===== src/rtl/fifo_arb_pkg.sv =====
// Shared types and default constants for the FIFO write-port arbiter.
package fifo_arb_pkg;

  localparam int unsigned DEF_NUM_REQ   = 4;
  localparam int unsigned DEF_DATA_W    = 32;
  localparam int unsigned DEF_BURST_LEN = 4;
  localparam int unsigned STAT_W        = 16;
  localparam int unsigned CNT_W         = 4;

  typedef enum logic {
    IDLE  = 1'b0,
    BURST = 1'b1
  } arb_state_e;

endpackage


===== src/rtl/fifo_wr_arbiter_rr_pick.sv =====
// Round-robin search: first set request bit at or after ptr, wrapping modulo N.
module rr_pick #(
  parameter int unsigned N = 4,
  parameter int unsigned W = 2
) (
  input  logic [N-1:0] req,
  input  logic [W-1:0] ptr,
  output logic         found,
  output logic [W-1:0] idx
);

  int unsigned j;

  always_comb begin
    found = 1'b0;
    idx   = '0;
    j     = 0;
    for (int unsigned k = 0; k < N; k++) begin
      j = (32'(ptr) + k) % N;
      if (!found && req[j]) begin
        found = 1'b1;
        idx   = W'(j);
      end
    end
  end

endmodule


===== src/rtl/fifo_wr_arbiter.sv =====
// Round-robin burst arbiter sharing one FIFO write port among NUM_REQ producers.
// Optional per-producer accepted-word counters when FIFO_WR_ARB_STATS_EN is defined.
module fifo_wr_arbiter
  import fifo_arb_pkg::*;
#(
  parameter int unsigned NUM_REQ   = DEF_NUM_REQ,
  parameter int unsigned DATA_W    = DEF_DATA_W,
  parameter int unsigned BURST_LEN = DEF_BURST_LEN
) (
  input  logic                        clk,
  input  logic                        reset,
  input  logic [NUM_REQ-1:0]          req_valid,
  input  logic [NUM_REQ*DATA_W-1:0]   req_data,
  output logic [NUM_REQ-1:0]          req_ready,
  input  logic                        fifo_full,
  output logic                        fifo_wr_e,
  output logic [DATA_W-1:0]           fifo_data_in,
  output logic [$clog2(NUM_REQ)-1:0]  grant_id,
  output logic                        busy
`ifdef FIFO_WR_ARB_STATS_EN
  ,
  output logic [NUM_REQ*STAT_W-1:0]   stat_count
`endif
);

  localparam int unsigned ID_W = $clog2(NUM_REQ);

  arb_state_e        state_q;
  logic [ID_W-1:0]   owner_q;
  logic [ID_W-1:0]   rr_ptr_q;
  logic [CNT_W-1:0]  count_q;

  logic              pick_found;
  logic [ID_W-1:0]   pick_idx;
  logic              gnt_vld;
  logic [ID_W-1:0]   gnt_idx;
  logic [CNT_W-1:0]  count_inc;
  logic              last_beat;

  function automatic logic [ID_W-1:0] wrap_inc(input logic [ID_W-1:0] i);
    return (32'(i) == NUM_REQ - 1) ? '0 : i + ID_W'(1);
  endfunction

  rr_pick #(
    .N (NUM_REQ),
    .W (ID_W)
  ) u_rr_pick (
    .req   (req_valid),
    .ptr   (rr_ptr_q),
    .found (pick_found),
    .idx   (pick_idx)
  );

  // Same-cycle grant decision; reset low or a full FIFO blocks every grant.
  always_comb begin
    gnt_vld = 1'b0;
    gnt_idx = owner_q;
    if (reset && !fifo_full) begin
      case (state_q)
        IDLE: begin
          gnt_vld = pick_found;
          gnt_idx = pick_idx;
        end
        BURST: begin
          gnt_vld = req_valid[owner_q];
          gnt_idx = owner_q;
        end
        default: gnt_vld = 1'b0;
      endcase
    end
  end

  always_comb begin
    req_ready    = gnt_vld ? (NUM_REQ'(1) << gnt_idx) : '0;
    fifo_wr_e    = gnt_vld;
    fifo_data_in = gnt_vld ? req_data[32'(gnt_idx)*DATA_W +: DATA_W] : '0;
    count_inc    = count_q + CNT_W'(1);
    last_beat    = (count_inc == CNT_W'(BURST_LEN));
  end

  always_ff @(posedge clk or negedge reset) begin
    if (!reset) begin
      state_q  <= IDLE;
      owner_q  <= '0;
      rr_ptr_q <= '0;
      count_q  <= '0;
      grant_id <= '0;
      busy     <= 1'b0;
    end else begin
      case (state_q)
        IDLE: begin
          if (gnt_vld) begin
            grant_id <= gnt_idx;
            owner_q  <= gnt_idx;
            if (BURST_LEN > 1) begin
              state_q <= BURST;
              busy    <= 1'b1;
              count_q <= CNT_W'(1);
            end else begin
              rr_ptr_q <= wrap_inc(gnt_idx);
            end
          end
        end
        BURST: begin
          // A full FIFO stalls the burst without giving up ownership.
          if (!fifo_full) begin
            if (gnt_vld) begin
              grant_id <= owner_q;
              count_q  <= count_inc;
              if (last_beat) begin
                state_q  <= IDLE;
                busy     <= 1'b0;
                count_q  <= '0;
                rr_ptr_q <= wrap_inc(owner_q);
              end
            end else begin
              state_q  <= IDLE;
              busy     <= 1'b0;
              count_q  <= '0;
              rr_ptr_q <= wrap_inc(owner_q);
            end
          end
        end
        default: begin
          state_q <= IDLE;
          busy    <= 1'b0;
        end
      endcase
    end
  end

`ifdef FIFO_WR_ARB_STATS_EN
  // Saturating count of accepted words per producer.
  for (genvar i = 0; i < NUM_REQ; i++) begin : g_stat
    logic [STAT_W-1:0] cnt_q;
    always_ff @(posedge clk or negedge reset) begin
      if (!reset) begin
        cnt_q <= '0;
      end else if (req_ready[i] && (cnt_q != '1)) begin
        cnt_q <= cnt_q + STAT_W'(1);
      end
    end
    assign stat_count[i*STAT_W +: STAT_W] = cnt_q;
  end
`endif

endmodule

===== config.mk =====
export PLATFORM = sky130hd
export DESIGN_NAME = fifo_wr_arbiter
export DESIGN_NICKNAME = d
export VERILOG_FILES = /design/src/rtl/fifo_arb_pkg.sv /design/src/rtl/fifo_wr_arbiter_rr_pick.sv /design/src/rtl/fifo_wr_arbiter.sv
export SDC_FILE = /design/constraint.sdc
export NUM_CORES = 1
export LEC_CHECK = 0
export CORE_MARGIN = 8
export CORE_UTILIZATION = 30
export DETAILED_ROUTE_END_ITERATION = 8
export PLACE_DENSITY = 0.82
export SYNTH_ARGS = -nofsm -noshare
export SYNTH_HDL_FRONTEND = slang
export SYNTH_SLANG_ARGS = --single-unit

===== constraint.sdc =====
create_clock -name clk -period 2.3 [get_ports clk]
set_clock_uncertainty 0.05 [all_clocks]
set_input_delay 0.23 -clock clk [delete_from_list [all_inputs] [get_ports clk]]
set_output_delay 0.23 -clock clk [all_outputs]
set_load 0.02 [all_outputs]

Yosys cells after proc, flatten, opt, wreduce, memory -nomap -nowiden. Cells that the tools add are included.

Register bits: 12. Input port bits: 135. Output and inout bits: 40. Logic and storage cells: 86.

Add/sub/neg operators: 5. $lt $le $gt $ge: 5. Equality and inequality tests: 6. Shift-type cells: 2. Mux-type cells: 48. Bitwise operators: 1. Reduce and logical (&&, ||, !) cells: 13.

Operators with widths (number): $shiftx 128x8->32 (1); $mux 32 (1); $mux 2 (13); $mux 4 (5); $mux 1 (18); $lt 2x3->1 const B (5); $bmux 1 s2 (5); $reduce_and 3->1 (3); $pmux 2 s2 (2); $pmux 4 s2 (1); $pmux 1 s2 (3); $add 2x1->2 const B (2); $add 2x2->2 const B (2); $add 4x1->4 const B (1); $eq 4x3->1 const B (1); $logic_and 1x1->1 (4); $logic_not 1->1 (4); $ne 2x2->1 const B (2); $reduce_and 2->1 (2); $shl 1x2->4 const A (1); $ne 3x2->1 const B (1); $eq 2x2->1 const B (1); $ne 2x1->1 const B (1); $not 1->1 (1).

Depth between registers and ports, before layout. Gate-level depths: netlist (run 1).

Depth after elaboration: 17. Gate-level depth with buffers: 8. Mapped depth without buffers: 6.

By module. A second synthesis (run 1) with hierarchy kept.

Cell total of the unflattened synthesis: 350. Area total of the unflattened synthesis: 2610.0 um^2.

By module, submodules not included: fifo_wr_arbiter (instances 1, cells an instance 335, area an instance 2532.4 um^2); rr_pick (instances 1, cells an instance 15, area an instance 77.6 um^2).

Least setup slack after synthesis (run 1). No wires, ideal clock.

Path kind: flip-flop to output port. Start point: register owner_q[0]. End point: output fifo_data_in[12]. Data arrival time: 1.985 ns. Setup slack: 0.035 ns. Cell stages (with the launch flop): 7. Path through: dfrtp_1 > mux4_2 > a21oi_1 > nor2_2 > nand2_1 > buf_2 > o22ai_1.

Word-level cells in the longest chain between the ends: 5.

RTL lines: start, declared (RTL line fifo_wr_arbiter.sv:29) `logic [ID_W-1:0] owner_q;`; start signal, assigned (RTL line fifo_wr_arbiter.sv:94) `owner_q <= gnt_idx;`; $bmux 1 s2 (RTL line fifo_wr_arbiter.sv:65) `gnt_vld = req_valid[owner_q];`; $mux 1 (not written as such) (RTL line fifo_wr_arbiter.sv:65); $pmux 1 s2 (RTL line fifo_wr_arbiter.sv:59) `case (state_q)`; $mux 1 (RTL line fifo_wr_arbiter.sv:58) `if (reset && !fifo_full) begin`; named net fifo_wr_e (RTL line fifo_wr_arbiter.sv:16) `output logic fifo_wr_e,`; $mux 32 (RTL line fifo_wr_arbiter.sv:76) `fifo_data_in = gnt_vld ? req_data[32'(gnt_idx)*DATA_W +: DATA_W] : '0;`; end, declared (RTL line fifo_wr_arbiter.sv:17) `output logic [DATA_W-1:0] fifo_data_in,`.

The timed path passes the listed nets, and every way through them passes these cells. The select of a mux whose other input is x is not followed.

Final worst setup path (run 1).
Start point: register state_q. End point: output fifo_data_in[19].

Word-level cells in the longest chain between the ends: 5.

RTL lines: start, declared (RTL line fifo_wr_arbiter.sv:28) `arb_state_e state_q;`; start signal, assigned (RTL line fifo_wr_arbiter.sv:83) `state_q <= IDLE;`; start signal, assigned (RTL line fifo_wr_arbiter.sv:96) `state_q <= BURST;`; start signal, assigned (RTL line fifo_wr_arbiter.sv:111) `state_q <= IDLE;`; $not 1->1 (no source line); $pmux 2 s2 (RTL line fifo_wr_arbiter.sv:59); $mux 2 (RTL line fifo_wr_arbiter.sv:58); $shiftx 128x8->32 (RTL line fifo_wr_arbiter.sv:76); $mux 32 (*) (RTL line fifo_wr_arbiter.sv:76).

Every way passes the cells marked *; elsewhere a longest branch is shown, timed or not.

==> metrics, run 1 <==
outcome=finished with violations; violated checks=setup timing; routed wire length=10730 µm; Setup violations, final=34; worst vdd ir=336.2 µV; cells after synthesis=194; PortBufs=174; hold buffers post-CTS=0; CTS tree=built; chain of cells forming the critical path=or3b_4 > nor2_4 > o21ai_4 > o21ai_4 > buf_12 > buf_6 > mux2i_1 > o22ai_2 > buf_6; First-pass DRT Iterations=4; design area=4446 µm²; pin count of the biggest net entering global routing=23; Die Wd=92.66 µm; # rows=28; Tot Pwr=2.055 mW; post-synth net total=332; Cell Area, Synth=1763 µm²; GPL Wtd Cong=0.8728; vias per inst=5.186; path depth of the worst reg2reg path=6; min Tclk post-route=2.664 ns; post-layout worst setup margin=-0.3644 ns; total CTS buffers=3; post-route antenna net violation count=0; first-iteration detailed-routing DRC count=55; antenna violations before repair=0; number of H-tree levels=1; Die Area=8586 µm²; post-synthesis cell type count=41; syn avg cell area=9.087 µm²; maximum fanout along the worst path=8; unrepaired setup endpoints after global routing=yes; Worst Path Buf+Inv=3; fraction of layout cells with a size suffix above 1=35.71%; Synth Flop Type=dfrtp_1; clock latency on the worst-skew pair=0.26 ns; Yosys reg bits=12; # fillers=389; P&R area growth vs syn=152.2%; nets@finish=559; first-pass GRT wire length=14540 µm; number of global-route vias before repair=2760; Multi-input gate area=1565 µm²; CP top delay family=simple AND/OR/NAND/NOR gates; CTS max path bufs=2; Seq/Total Area, Yosys=17.03%; Worst Path Arrival=2.38 ns; Worst Hold Class=primary input to asynchronous set/reset pin; highest clock rate=375.3 MHz; CP endpoint kind=primary output; commonest cells after routing, fill and taps aside=clkdlybuf4s50_1 (134), buf_4 (51), mux2i_1 (45); Worst Setup Start Kind=flop; crit-path max cell delay=0.43 ns; Antenna diodes=0; DRC=0; final non-filler cell total=495; Max Slew Vio Count=0; PwrDens=462.3 nW/µm²; root buffer cell=clkbuf_8; Hold WS=0.005789 ns; relative slew slack=74.44%; core area=5816 µm²; routed length per instance=21.68 µm; placed insts=471; crit path kind=flop to primary output; Layout Utilization=76.44%; critical path depth=9; Reg clk slew, reported paths=0.06 ns; final period utilization=115.8%; starting density of the core=30.31%; Post-synth ARST share=100.0%; Required @ worst endpoint=2.02 ns; Worst path slowest cell=or3b_4; register area=300.3 µm²; num ports=175; Post-synth EDFFs=0; Pleak=2.084 nW; Tot GR Track Use=21.34%; Fin. Hold Viols=0; placed inst area=3894 µm²; HPWL Detailed=7799 µm; Ys Warns=0; clock sinks=12; vias=2567; Tightest Pin Transition=0.3835 ns; Die H=92.66 µm; most common cell after layout, fill and taps aside=clkdlybuf4s50_1; grt total ovfl=0; Max-cap violations=0
[what timing repair did]
action,CTS,global route
gates resized for setup,218,44
hold endpoints to repair,0,0
gates cloned,4,3
setup endpoints to repair,37,37
pin swaps,18,21
setup buffers,12,3
[metal layers]
layer	part of all wire [%]	vias to the layer above	wire length [µm]	track usage, %
met1	37	1230	3937	22.18
met3	5.6	19	602	5.663
met5	0	-	0	0
li1	-	1216	-	-
met4	2.1	0	225	6.040
met2	56	102	5970	40.76
[flip-flops by register name (all words and copies together), names as in the netlist]
signal / flops
busy: 1
state_q: 1
owner_q: 2
grant_id: 2
count_q: 4
rr_ptr_q: 2
[kinds of logic after synthesis]
| kind of cell | after synthesis | share of synthesized area [%] |
|---|---|---|
| AO/OA/AOI/OAI | 54 | 23.99 |
| XOR/XNOR | 1 | 0.4969 |
| adder cells (fa/ha/maj) | 3 | 2.129 |
| buffers and inverters | 14 | 5.393 |
| flip-flops | 12 | 17.03 |
| multiplexers | 66 | 38.25 |
| AND/OR/NAND/NOR | 44 | 12.70 |
[power breakdown]
| part | switching [mW] | leakage, nW | internal, mW | total [mW] |
|---|---|---|---|---|
| logic | 0.635 | 1.91 | 0.862 | 1.50 |
| registers | 0.0460 | 0.145 | 0.262 | 0.308 |
| clock network | 0.0976 | 0.0288 | 0.152 | 0.250 |
[final cells by class]
type,count,share of cell area [%]
Timing Repair Buffer,236,54.69
Multi-Input combinational cell,168,35.21
Sequential cell,12,6.755
Tap cell,75,2.111
Clock buffer,4,1.238
[worst paths after layout]
| kind | from | end | slack (ns) |
|---|---|---|---|
| max reg2reg | count_q[0] | rr_ptr_q[1] | 0.27 |
| min in group clk | fifo_full | state_q | 0.44 |
| max | state_q | fifo_data_in[19] | -0.36 |
| max in group asynchronous | reset | count_q[0] | 2.01 |
| min reg2reg | grant_id[1] | grant_id[1] | 0.45 |
| min | reset | rr_ptr_q[1] | 0.006 |
[synth_stat cells (2+ instances only)]
| library cell | n | area, µm² |
|---|---|---|
| and3_1 | 2 | 12.51 |
| ha_1 | 3 | 37.54 |
| buf_4 | 4 | 30.03 |
| o21a_1 | 2 | 15.01 |
| o22ai_1 | 23 | 143.9 |
| nor2_2 | 2 | 12.51 |
| o21ai_0 | 3 | 15.01 |
| nand3_1 | 3 | 15.01 |
| a211oi_1 | 2 | 15.01 |
| a21o_1 | 2 | 15.01 |
| nor2_1 | 8 | 30.03 |
| buf_2 | 7 | 35.03 |
| nand2b_1 | 6 | 37.54 |
| nand2_1 | 14 | 52.55 |
| mux2i_1 | 64 | 640.6 |
| nor4_1 | 2 | 12.51 |
| a21oi_1 | 3 | 15.01 |
| dfrtp_1 | 12 | 300.3 |
| o22ai_2 | 10 | 125.1 |
[metrics by stage]
step / TNS, ns / worst slack [ns]
3_3_place_gp: -25.15 / -0.7375
3_5_place_dp: -27.03 / -0.8512
4_1_cts: -8.416 / -0.3140
5_1_grt: -11.74 / -0.4008
6_report: -9.111 / -0.3644
2_1_floorplan: 0 / 0.03494
(Power assumes the default switching activity.)
==> run 2: changes to the inputs <==
--- a/config.mk
+++ b/config.mk
@@ -7,6 +7,7 @@
 export LEC_CHECK = 0
 export CORE_MARGIN = 8
 export CORE_UTILIZATION = 30
+export CTS_CLUSTER_SIZE = 20
 export DETAILED_ROUTE_END_ITERATION = 8
 export PLACE_DENSITY = 0.82
 export SYNTH_ARGS = -nofsm -noshare
==> results of run 2 <==
The final DEF is identical to that of run 1; final timing and power are the same.
==> run 3: changes to the inputs <==
--- a/config.mk
+++ b/config.mk
@@ -6,10 +6,13 @@
 export NUM_CORES = 1
 export LEC_CHECK = 0
 export CORE_MARGIN = 8
-export CORE_UTILIZATION = 30
+export CORE_UTILIZATION = 31
+export CTS_BUF_LIST = sky130_fd_sc_hd__clkbuf_8
 export CTS_CLUSTER_SIZE = 20
 export DETAILED_ROUTE_END_ITERATION = 8
-export PLACE_DENSITY = 0.82
+export PLACE_DENSITY = 0.84
+export SLEW_MARGIN = 20
 export SYNTH_ARGS = -nofsm -noshare
 export SYNTH_HDL_FRONTEND = slang
 export SYNTH_SLANG_ARGS = --single-unit
+export TNS_END_PERCENT = 10
==> run 3 against run 2 <==
The flow finishes with violations (hold timing, setup timing). Die area shrank 2.7%. Power is 5.2% lower. Utilization up 0.54 points. Clock power down 18%. Non-clock buffer count shrank 23. Sequential share of layout area rose by 0.33 points. Critical path depth unchanged. Final cell count shrank 5.5%. Maximum frequency is 3.3% higher. Setup slack gained 0.085 ns. Critical path type unchanged. Largest cell class unchanged.
==> metrics, run 3 (synthesis results as in run 1) <==
outcome=finished with violations; violated checks=hold timing, setup timing; Largest Register=count_q; fraction of layout cells with a size suffix above 1=32.07%; Setup violations, final=34; starting density of the core=32.02%; met2 usage=42.26%; post-route antenna net violation count=0; first-iteration detailed-routing DRC count=124; clock latency on the worst-skew pair=0.25 ns; Die H=91.41 µm; relative slew slack=75.54%; number of global-route vias before repair=2669; total CTS buffers=3; crit path kind=flop to primary output; final period utilization=112.2%; PortBufs=174; GR Util met1=23.71%; Antenna diodes=0; chain of cells forming the critical path=or3b_4 > nor2_4 > o21ai_4 > o21ai_4 > buf_12 > buf_12 > mux2i_1 > o22ai_1 > buf_2; CTS max path bufs=2; Tot Pwr=1.949 mW; Max-cap violations=0; Fin. Hold Viols=2; max reg flops=4; busiest grt layer=met2; Max Slew Vio Count=0; Worst Setup Start Kind=flop; core area=5507 µm²; routed length per instance=23.21 µm; first-pass GRT wire length=15040 µm; # fillers=361; CTS tree=built; Reg clk slew, reported paths=0.06 ns; DRC=0; Die Area=8356 µm²; GRT met3 Usage=5.514%; worst vdd ir=304.6 µV; CP endpoint kind=primary output; Tot GR Track Use=22.66%; highest clock rate=387.6 MHz; # rows=27; Required @ worst endpoint=2.02 ns; vias=2535; Worst Path Arrival=2.30 ns; vias per inst=5.417; GPL Wtd Cong=0.9386; routed wire length=10860 µm; number of H-tree levels=1; antenna violations before repair=0; Worst path slowest cell=or3b_4; most common cell after layout, fill and taps aside=clkdlybuf4s50_1; Die Wd=91.41 µm; Place WS=-0.7802 ns; unrepaired setup endpoints after global routing=yes; pin count of the biggest net entering global routing=27; num ports=175; PwrDens=459.8 nW/µm²; post-layout worst setup margin=-0.2797 ns; clock sinks=12; grt total ovfl=0; nets@finish=536; Pleak=1.978 nW; P&R area growth vs syn=140.5%; HPWL Detailed=7687 µm; maximum fanout along the worst path=8; Hold WS=-0.0002593 ns; Worst Hold Class=primary input to asynchronous set/reset pin; min Tclk post-route=2.580 ns; First-pass DRT Iterations=4; crit-path max cell delay=0.43 ns; commonest cells after routing, fill and taps aside=clkdlybuf4s50_1 (131), mux2i_1 (44), buf_4 (33); root buffer cell=clkbuf_8; Tightest Pin Transition=0.3669 ns
==> run 3: worst paths after layout <==
kind	startpoint	endpoint	slack, ns	depth (start not counted)
hold / removal	reset	rr_ptr_q[1]	-0.0003	2
setup / recovery	state_q	fifo_data_in[31]	-0.28	9
max in group asynchronous	reset	grant_id[1]	2.01	2
min in group clk	grant_id[1]	grant_id[1]	0.45	1
hold reg to reg	grant_id[1]	grant_id[1]	0.45	1
setup reg to reg	owner_q[0]	rr_ptr_q[1]	0.31	6
==> run 3: where the power goes <==
group          internal (mW)  switching, mW
logic                  0.805          0.627
registers              0.262         0.0512
clock network          0.116         0.0877
==> run 3: per-layer routing <==
metal	up-vias	share of wire [%]
met4	0	3.5
met5	-	0
met1	1198	36
li1	1173	-
met3	26	6.4
met2	138	54
==> run 3: per-stage QoR <==
step	std cells	TNS [ns]	hold WS, ns	utilization (%)	area [µm²]
after floorplan	194	0	-0.1156	-	1763
after global placement	453	-24.92	0.4251	67.87	3737
after detailed placement	453	-25.98	0.4394	67.87	3737
after CTS	466	-8.429	0.004505	72.62	3999
after global routing	468	-10.63	0.02647	76.98	4239
final	468	-7.443	-0.0002593	76.98	4239
==> run 3: cell type report <==
type                            instances  area [µm²]  area share, %
Multi-Input combinational cell        168        1607          37.90
Sequential cell                        12       300.3          7.084
Tap cell                               72       90.09          2.125
Timing Repair Buffer                  213        2201          51.92
Clock buffer                            3       41.29         0.9740
==> run 3: worst max-delay path: cells and delay by family, from the launching register on <==
family / cells / cell delay [ns]
AND/OR/NAND/NOR: 2 / 0.56
buffers and inverters: 3 / 0.51
flip-flops: 1 / 0.38
AO/OA/AOI/OAI: 3 / 0.38
multiplexers: 1 / 0.22
==> run 3: repair_timing <==
action / CTS / global route
resized for setup: 194 / 55
endpoints found under the hold margin: 0 / 0
setup buffers: 5 / 1
hold buffers: 0 / 0
cloned: 5 / 4
pin swaps: 11 / 22
setup endpoints to repair: 37 / 37
